===== src/rtl/fpsub_iter.sv =====
// Multi-cycle IEEE-754 single-precision subtractor, c = a - b.
// Alignment and normalization shift one bit per cycle behind a valid/ready handshake.
module fpsub_iter #(
  parameter int unsigned MAX_ALIGN = 25
) (
  input  logic        clk,
  input  logic        rst,
  input  logic        in_valid,
  output logic        in_ready,
  input  logic [31:0] a,
  input  logic [31:0] b,
  output logic        out_valid,
  input  logic        out_ready,
  output logic [31:0] c,
  output logic        ov,
  output logic        uf,
  output logic        zero
);

  localparam int unsigned DW = $clog2(MAX_ALIGN + 1);
  localparam logic [7:0]  MAX_ALIGN_W = 8'(MAX_ALIGN);

  typedef enum logic [2:0] {
    IDLE,
    ALIGN,
    OP,
    NORM,
    DONE
  } state_t;

  state_t         state_q;
  logic           signX_q;
  logic           signY_q;
  logic [7:0]     expX_q;
  logic [23:0]    mantX_q;
  logic [23:0]    mantY_q;
  logic [DW-1:0]  d_q;
  logic [31:0]    c_q;
  logic           ov_q;
  logic           uf_q;
  logic           zero_q;
  logic           outValid_q;

  logic           signA;
  logic           signB;
  logic [7:0]     expA;
  logic [7:0]     expB;
  logic [23:0]    mantA;
  logic [23:0]    mantB;
  logic           aIsX;
  logic           signX_d;
  logic           signY_d;
  logic [7:0]     expX_d;
  logic [7:0]     expY_d;
  logic [23:0]    mantX_d;
  logic [23:0]    mantY_d;
  logic [7:0]     expDiff;
  logic [DW-1:0]  d_d;
  logic           specialIn;

  logic           sameSign;
  logic [24:0]    opRes;
  logic [7:0]     expInc;
  logic [23:0]    normMant;
  logic [7:0]     expDec;

  // Unpack both operands (b sign flipped, denormals flushed) and order them by magnitude.
  always_comb begin
    signA     = a[31];
    signB     = ~b[31];
    expA      = a[30:23];
    expB      = b[30:23];
    mantA     = (expA == 8'd0) ? 24'd0 : {1'b1, a[22:0]};
    mantB     = (expB == 8'd0) ? 24'd0 : {1'b1, b[22:0]};
    specialIn = (expA == 8'hFF) || (expB == 8'hFF);
    aIsX      = ({expA, mantA} >= {expB, mantB});
    signX_d   = aIsX ? signA : signB;
    signY_d   = aIsX ? signB : signA;
    expX_d    = aIsX ? expA  : expB;
    expY_d    = aIsX ? expB  : expA;
    mantX_d   = aIsX ? mantA : mantB;
    mantY_d   = aIsX ? mantB : mantA;
    expDiff   = expX_d - expY_d;
    d_d       = '0;
    if (mantY_d != 24'd0) begin
      d_d = (expDiff > MAX_ALIGN_W) ? DW'(MAX_ALIGN) : DW'(expDiff);
    end
  end

  // Shared datapath for the OP and NORM steps.
  always_comb begin
    sameSign = (signX_q == signY_q);
    opRes    = sameSign ? ({1'b0, mantX_q} + {1'b0, mantY_q})
                        : ({1'b0, mantX_q} - {1'b0, mantY_q});
    expInc   = expX_q + 8'd1;
    normMant = {mantX_q[22:0], 1'b0};
    expDec   = expX_q - 8'd1;
  end

  always_ff @(posedge clk or posedge rst) begin
    if (rst) begin
      state_q    <= IDLE;
      signX_q    <= 1'b0;
      signY_q    <= 1'b0;
      expX_q     <= 8'd0;
      mantX_q    <= 24'd0;
      mantY_q    <= 24'd0;
      d_q        <= '0;
      c_q        <= 32'd0;
      ov_q       <= 1'b0;
      uf_q       <= 1'b0;
      zero_q     <= 1'b0;
      outValid_q <= 1'b0;
    end else begin
      case (state_q)
        IDLE: begin
          if (in_valid) begin
            signX_q <= signX_d;
            signY_q <= signY_d;
            expX_q  <= expX_d;
            mantX_q <= mantX_d;
            mantY_q <= mantY_d;
            d_q     <= d_d;
            ov_q    <= 1'b0;
            uf_q    <= 1'b0;
            zero_q  <= 1'b0;
            if (specialIn) begin
              c_q        <= {signA, 8'hFF, 23'd0};
              ov_q       <= 1'b1;
              outValid_q <= 1'b1;
              state_q    <= DONE;
            end else if (d_d != '0) begin
              state_q <= ALIGN;
            end else begin
              state_q <= OP;
            end
          end
        end

        ALIGN: begin
          mantY_q <= mantY_q >> 1;
          d_q     <= d_q - 1'b1;
          if (d_q == DW'(1)) begin
            state_q <= OP;
          end
        end

        OP: begin
          if (opRes == 25'd0) begin
            // Exact cancellation gives +0; only -0 - +0 keeps a negative zero.
            c_q        <= sameSign ? {signX_q, 31'd0} : 32'd0;
            zero_q     <= 1'b1;
            outValid_q <= 1'b1;
            state_q    <= DONE;
          end else if (opRes[24]) begin
            if (expInc == 8'hFF) begin
              c_q  <= {signX_q, 8'hFF, 23'd0};
              ov_q <= 1'b1;
            end else begin
              c_q <= {signX_q, expInc, opRes[23:1]};
            end
            expX_q     <= expInc;
            mantX_q    <= opRes[24:1];
            outValid_q <= 1'b1;
            state_q    <= DONE;
          end else if (opRes[23]) begin
            c_q        <= {signX_q, expX_q, opRes[22:0]};
            mantX_q    <= opRes[23:0];
            outValid_q <= 1'b1;
            state_q    <= DONE;
          end else begin
            mantX_q <= opRes[23:0];
            state_q <= NORM;
          end
        end

        NORM: begin
          if (expX_q <= 8'd1) begin
            c_q        <= {signX_q, 31'd0};
            uf_q       <= 1'b1;
            zero_q     <= 1'b1;
            outValid_q <= 1'b1;
            state_q    <= DONE;
          end else begin
            mantX_q <= normMant;
            expX_q  <= expDec;
            if (normMant[23]) begin
              c_q        <= {signX_q, expDec, normMant[22:0]};
              outValid_q <= 1'b1;
              state_q    <= DONE;
            end
          end
        end

        DONE: begin
          if (out_ready) begin
            outValid_q <= 1'b0;
            state_q    <= IDLE;
          end
        end

        default: begin
          outValid_q <= 1'b0;
          state_q    <= IDLE;
        end
      endcase
    end
  end

  assign in_ready  = (state_q == IDLE);
  assign out_valid = outValid_q;
  assign c         = c_q;
  assign ov        = ov_q;
  assign uf        = uf_q;
  assign zero      = zero_q;

endmodule

===== config.mk =====
export PLATFORM = sky130hd
export DESIGN_NAME = fpsub_iter
export DESIGN_NICKNAME = d
export VERILOG_FILES = /design/src/rtl/fpsub_iter.sv
export SDC_FILE = /design/constraint.sdc
export NUM_CORES = 1
export LEC_CHECK = 0
export ABC_AREA = 1
export BUFFER_PORTS_ARGS = -buffer_cell sky130_fd_sc_hd__buf_2
export CAP_MARGIN = 20
export CORE_MARGIN = 8
export CORE_UTILIZATION = 55
export DETAILED_ROUTE_END_ITERATION = 10
export GPL_ROUTABILITY_DRIVEN = 0
export PLACE_DENSITY = 0.75
export SLEW_MARGIN = 20
export SYNTH_ARGS = -nofsm -noshare
export SYNTH_HDL_FRONTEND = slang
export SYNTH_SLANG_ARGS = --single-unit

===== constraint.sdc =====
create_clock -name clk -period 5.9 [get_ports clk]
set_clock_uncertainty 0.15 [all_clocks]
set_input_delay 0.295 -clock clk [delete_from_list [all_inputs] [get_ports clk]]
set_output_delay 0.295 -clock clk [all_outputs]
set_load 0.005 [all_outputs]

Word-level counts from Yosys, hierarchy flattened --
Index checks and enable logic that the tools add are counted.
Cells by class: equality and inequality tests 21, div/mod/pow operators 0, magnitude comparators 3, $add $sub $neg 6, muxes and demuxes 66, shift operators 0, bitwise gates (word level) 2, multiply operators 0, reduce and logical (&&, ||, !) cells 21
Operator list (number):
- 32-bit two-way mux | 8
- 24-bit two-way mux | 9
- 32-bit case mux with 3 select lines | 1
- 24-bit case mux with 3 select lines | 1
- 8-bit two-way mux | 6
- 24-bit case mux with 2 select lines | 1
- 32-bit greater-or-equal comparator | 1
- 31-bit two-way mux | 1
- 3-bit two-way mux | 9
- 24-bit by 24-bit adder with 25-bit output | 1
- 25-bit logical NOT | 1
- 25-bit two-way mux | 1
- 24-bit by 24-bit subtractor with 25-bit output | 1
- 8-bit equality test, second input constant | 3
- 8-bit case mux with 3 select lines | 1
- 24-bit nonzero test | 1
- 1-bit two-way mux | 18
- 2-bit inequality test, second input constant | 9
- 8-bit logical NOT | 2
- 5-bit two-way mux | 3
- 3-bit case mux with 5 select lines | 1
- 5-bit AND reduction | 3
- 4-bit AND reduction | 3
- 5-bit case mux with 2 select lines | 1
- 27 further kinds | 33
Storage, ports and cells: word-level logic and storage cells 131, memory bits (read-only) 0, memories 0, bits in registers 102, output and inout bits 37, bits in writable memories 0, bits in latches 0

Longest topological paths before layout --
depth after elaboration 13, mapped depth 38, depth with buffers taken out 37

Worst setup path after synthesis --
No wires, ideal clock.
path kind flip-flop to flip-flop, start point reg mantY_q[2], end point reg expX_q[1], data required time 5630 ps, slack 1427 ps, buffers on the path 1, cell stages (with the launch flop) 30, clock period less this slack 4473 ps, data arrival time 4203 ps, cell sequence dfrtp_1 -> nor3_1 -> nand3_1 -> nor2_1 -> nand2_1 -> nor3_1 -> nand3_1 -> nor3_1 -> nand3_1 -> nor3_1 -> inv_1 -> nor3_1 -> inv_1 -> nand2_1 -> xor2_1 -> ha_1 -> nand2_1 -> nor4_2 -> nand2_1 -> o211ai_1 -> xor2_1 -> nand4_1 -> nand3b_1 -> nor2_2 -> nand2_1 -> nand3_4 -> nor2_4 -> buf_6 -> nand2_1 -> o21ai_2
On the way: cells in the longest elaborated chain, start to end 5
RTL lines:
- from (decl) | line 36 | logic [23:0] mantY_q;
- from (signal assigned) | line 122 | mantY_q <= mantY_d;
- from (signal assigned) | line 141 | mantY_q <= mantY_q >> 1;
- 24-bit by 24-bit subtractor with 25-bit output / 24-bit by 24-bit adder with 25-bit output (equally long branches) | line 94, 93
- 25-bit two-way mux * | line 93 | opRes = sameSign ? ({1'b0, mantX_q} + {1'b0, mantY_q})
- 25-bit logical NOT | line 149 | if (opRes == 25'd0) begin
- 2-bit inequality test (no line)
- 5-bit AND reduction (no line) *
- to (signal assigned) | line 120 | expX_q <= expX_d;
- to (signal assigned) | line 162 | expX_q <= expInc;
- to (signal assigned) | line 186 | expX_q <= expDec;
- to (decl) | line 34 | logic [7:0] expX_q;
Every way passes the cells marked *; elsewhere a longest branch is shown, timed or not. A chain may end at the register's enable or synchronous reset.

Worst setup path after layout --
start point reg mantY_q[2], end point reg c_q[29] (netlist: c[29])
On the way: cells in the longest elaborated chain, start to end 5
RTL lines:
- 24-bit by 24-bit subtractor with 25-bit output / 24-bit by 24-bit adder with 25-bit output (equally long branches) | line 94, 93
- 25-bit two-way mux * | line 93
- 25-bit logical NOT / 32-bit two-way mux (equally long branches) | line 149, 155
- 4-bit inequality test (no line) / 32-bit two-way mux (equally long branches)
- 5-bit AND reduction (no line) / 32-bit case mux with 3 select lines (equally long branches)
- to (signal assigned) | line 151 | c_q <= sameSign ? {signX_q, 31'd0} : 32'd0;
- to (signal assigned) | line 157 | c_q <= {signX_q, 8'hFF, 23'd0};
- to (signal assigned) | line 160 | c_q <= {signX_q, expInc, opRes[23:1]};
- to (decl) | line 38 | logic [31:0] c_q;
Marked as above.

==> out/results.ini <==
[run_status]
status = finished clean

[placement]
io_buffers = 104
dp_cells = 1806
dp_hpwl_mm = 22.9

[hold_path]
hold_depth = 4
hold_end = state_q[2]
hold_start = out_ready
min-delay-path-class = in -> reg

[logic_synthesis]
synth_area_leader_cell = dfrtp_1
yosysUniqueCellTypes = 54
ys.warnings.count = 0
synth_top_cell_area_share = 0.257
syn_area_per_cell_um2 = 6.53
syn_area_um2 = 9930
netlist_instances = 1521
synth_ff_type = dfrtp_1
ys_top_cells_by_count = nand2_1, inv_1, o21ai_0
ys_ff_latch = 102
yosysSeqAreaShare = 0.257
synth_edf_count = 0
synthArstFlopShare = 1.00
yosysMostFrequentCell = nand2_1
synth_nets = 1655
synth.area.top_cells = dfrtp_1, nand2_1, ha_1

[worst_setup_path]
crit_arrival_ns = 5.49
r2r.worst_path.cells = 28
reg2reg_slack_ns = 0.55
regToRegEndpoint = c[29]
endpoint_kind = register
crit_type = reg -> reg
timing.rr.start = mantY_q[2]
cp_max_fo = 29
critPathMostFrequentCell = nor3_1
max_stage_delay_ns = 0.41
crit_path_start_kind = register
required_ns = 6.05
cp_slowest_cell = ha_1

[final_layout]
final_cells = 1822
seq_area_um2 = 2550
antenna_cells = 0
fillers = 1696
design.final.nets = 1723
area_growth_pct = 9.82
multi_input_area_um2 = 6420
drive_above_1_share = 0.118

[die]
rows = 49
initial_core_util = 0.557
die_h_um = 150
coreArea_um2 = 17800
die_w_um = 150
ios = 105
die_area_um2 = 22600

[timing]
report.final.setup_viol = 0
timing.final.crit_share = 0.906
maxSlewHeadroom = 0.317
hold_violations = 0
rsz0062_at_grt = false
slew_violations = 0
holdWs_ns = 0.0779
tightest_slew_ns = 1.02
max_freq_mhz = 187
period_minus_slack_ns = 5.35
finalSetupTns_ns = 0

[grt]
grt_pass1_vias = 9628
antenna_found_initial = 1
grt_pass1_wl_mm = 47.7
grt_max_degree = 84
track_usage = 0.261
grt-ovfl-total = 0

[route]
routedWlPerCell_um = 16.2
drtPass1Iterations = 5
wl_mm = 29.5
drc_errors = 0
routed_via_density = 5.68
drtAntennaViolNets = 0
num_vias = 10350
first_iter_violations = 969

[cts]
cts_tree = built
clk_pin_slew_worst_paths_ns = 0.07
clockRootBuffer = clkbuf_16
cts_inserted_buffers = 9
h-tree-depth = 3
clk_path_buf_depth = 2
worstSkewPairLatency_ns = 0.35
clkSinkCount = 102

[job]
cap_violations = 0

how the worst max path moves through the flow:
| stage | startpoint | slack (ns) | endpoint |
|---|---|---|---|
| floorplan | mantY_q[2] | 1.43 | expX_q[1] |
| global placement | b[25] | 0.78 | state_q[0] |
| detailed placement | mantY_q[2] | 0.59 | c[29] |
| CTS | mantY_q[2] | 0.52 | c[29] |
| global route | mantY_q[2] | 0.06 | c[29] |
| finish | mantY_q[2] | 0.55 | c[29] |
metrics by stage:
| stage | worst slack [ns] | utilization | cell area, um2 |
|---|---|---|---|
| 3_3_place_gp | 0.779 | 0.592 | 10600 |
| 6_report | 0.554 | 0.611 | 10900 |
| 5_1_grt | 0.0621 | 0.611 | 10900 |
| 3_5_place_dp | 0.587 | 0.592 | 10600 |
| 2_1_floorplan | 1.43 | - | 9930 |
| 4_1_cts | 0.520 | 0.611 | 10900 |
area by class of cell:
class / instances / area share
clock inverters: 2 / 0.00356
flip-flops and latches: 102 / 0.234
repair buffers: 117 / 0.0573
inverters: 186 / 0.0644
multi-input cells: 1173 / 0.589
clock buffers: 13 / 0.0257
well taps: 229 / 0.0263
cell families (layout without fill, tap and decap cells):
kind of cell | count (synthesis) | after routing | synth area share
compound gates | 340 | 340 | 0.211
fa+ha+maj | 66 | 66 | 0.0839
xor+xnor | 59 | 59 | 0.0543
flops | 102 | 102 | 0.257
simple gates | 708 | 708 | 0.295
buf+inv | 246 | 318 | 0.0983
registers in the layout, summed over array words and instances, names as in the netlist:
signal,flops
mantX_q,24
expX_q,8
signX_q,1
d_q,5
out_valid,1
signY_q,1
state_q,3
c,32
uf,1
mantY_q,24
zero,1
ov,1
worst max-delay path, delay by kind of cell (launching register included):
kind                       cells  cell delay, ns
AOI/OAI and AO/OA              2            0.40
xor gates and xnor gates       2            0.35
adders and majority gates      1            0.41
buffers and inverters          3            0.47
DFF                            1            0.40
and+or+nand+nor               20            3.13
what timing repair did:
action / in CTS / in global routing
gates resized for setup: 0 / 1
hold buffers: 1 / 0
hold endpoints to repair: 19 / 0
setup endpoints to repair: 0 / 3
buffers inserted: 0 / 0
per-layer routing:
layer,track usage,vias up,part of all wire
li1,-,5162,-
met1,0.371,4717,0.46
met5,0,-,0.00041
met3,0.0574,49,0.098
met2,0.383,420,0.42
met4,0.0920,2,0.023
cell usage in the layout (no fill, tap or decap), types with 4 or more instances in the layout:
cell type	count
clkbuf_16	9
nand3_1	63
ha_1	65
dfrtp_1	102
clkbuf_8	4
o211ai_1	8
a31oi_1	5
nand4_1	14
nor3_1	22
a21oi_2	5
inv_1	179
a21o_1	6
a21oi_4	5
nor3b_1	4
o21ai_2	12
o22ai_1	20
o21ai_0	132
nand2_1	482
a21oi_1	91
buf_4	11
o221ai_1	38
xnor2_1	7
nor2_2	7
nor2_1	93
xor2_1	49
buf_2	104
Power is not shown: default switching activity piles up to over one toggle a cycle in this logic, so the estimate is an artifact.
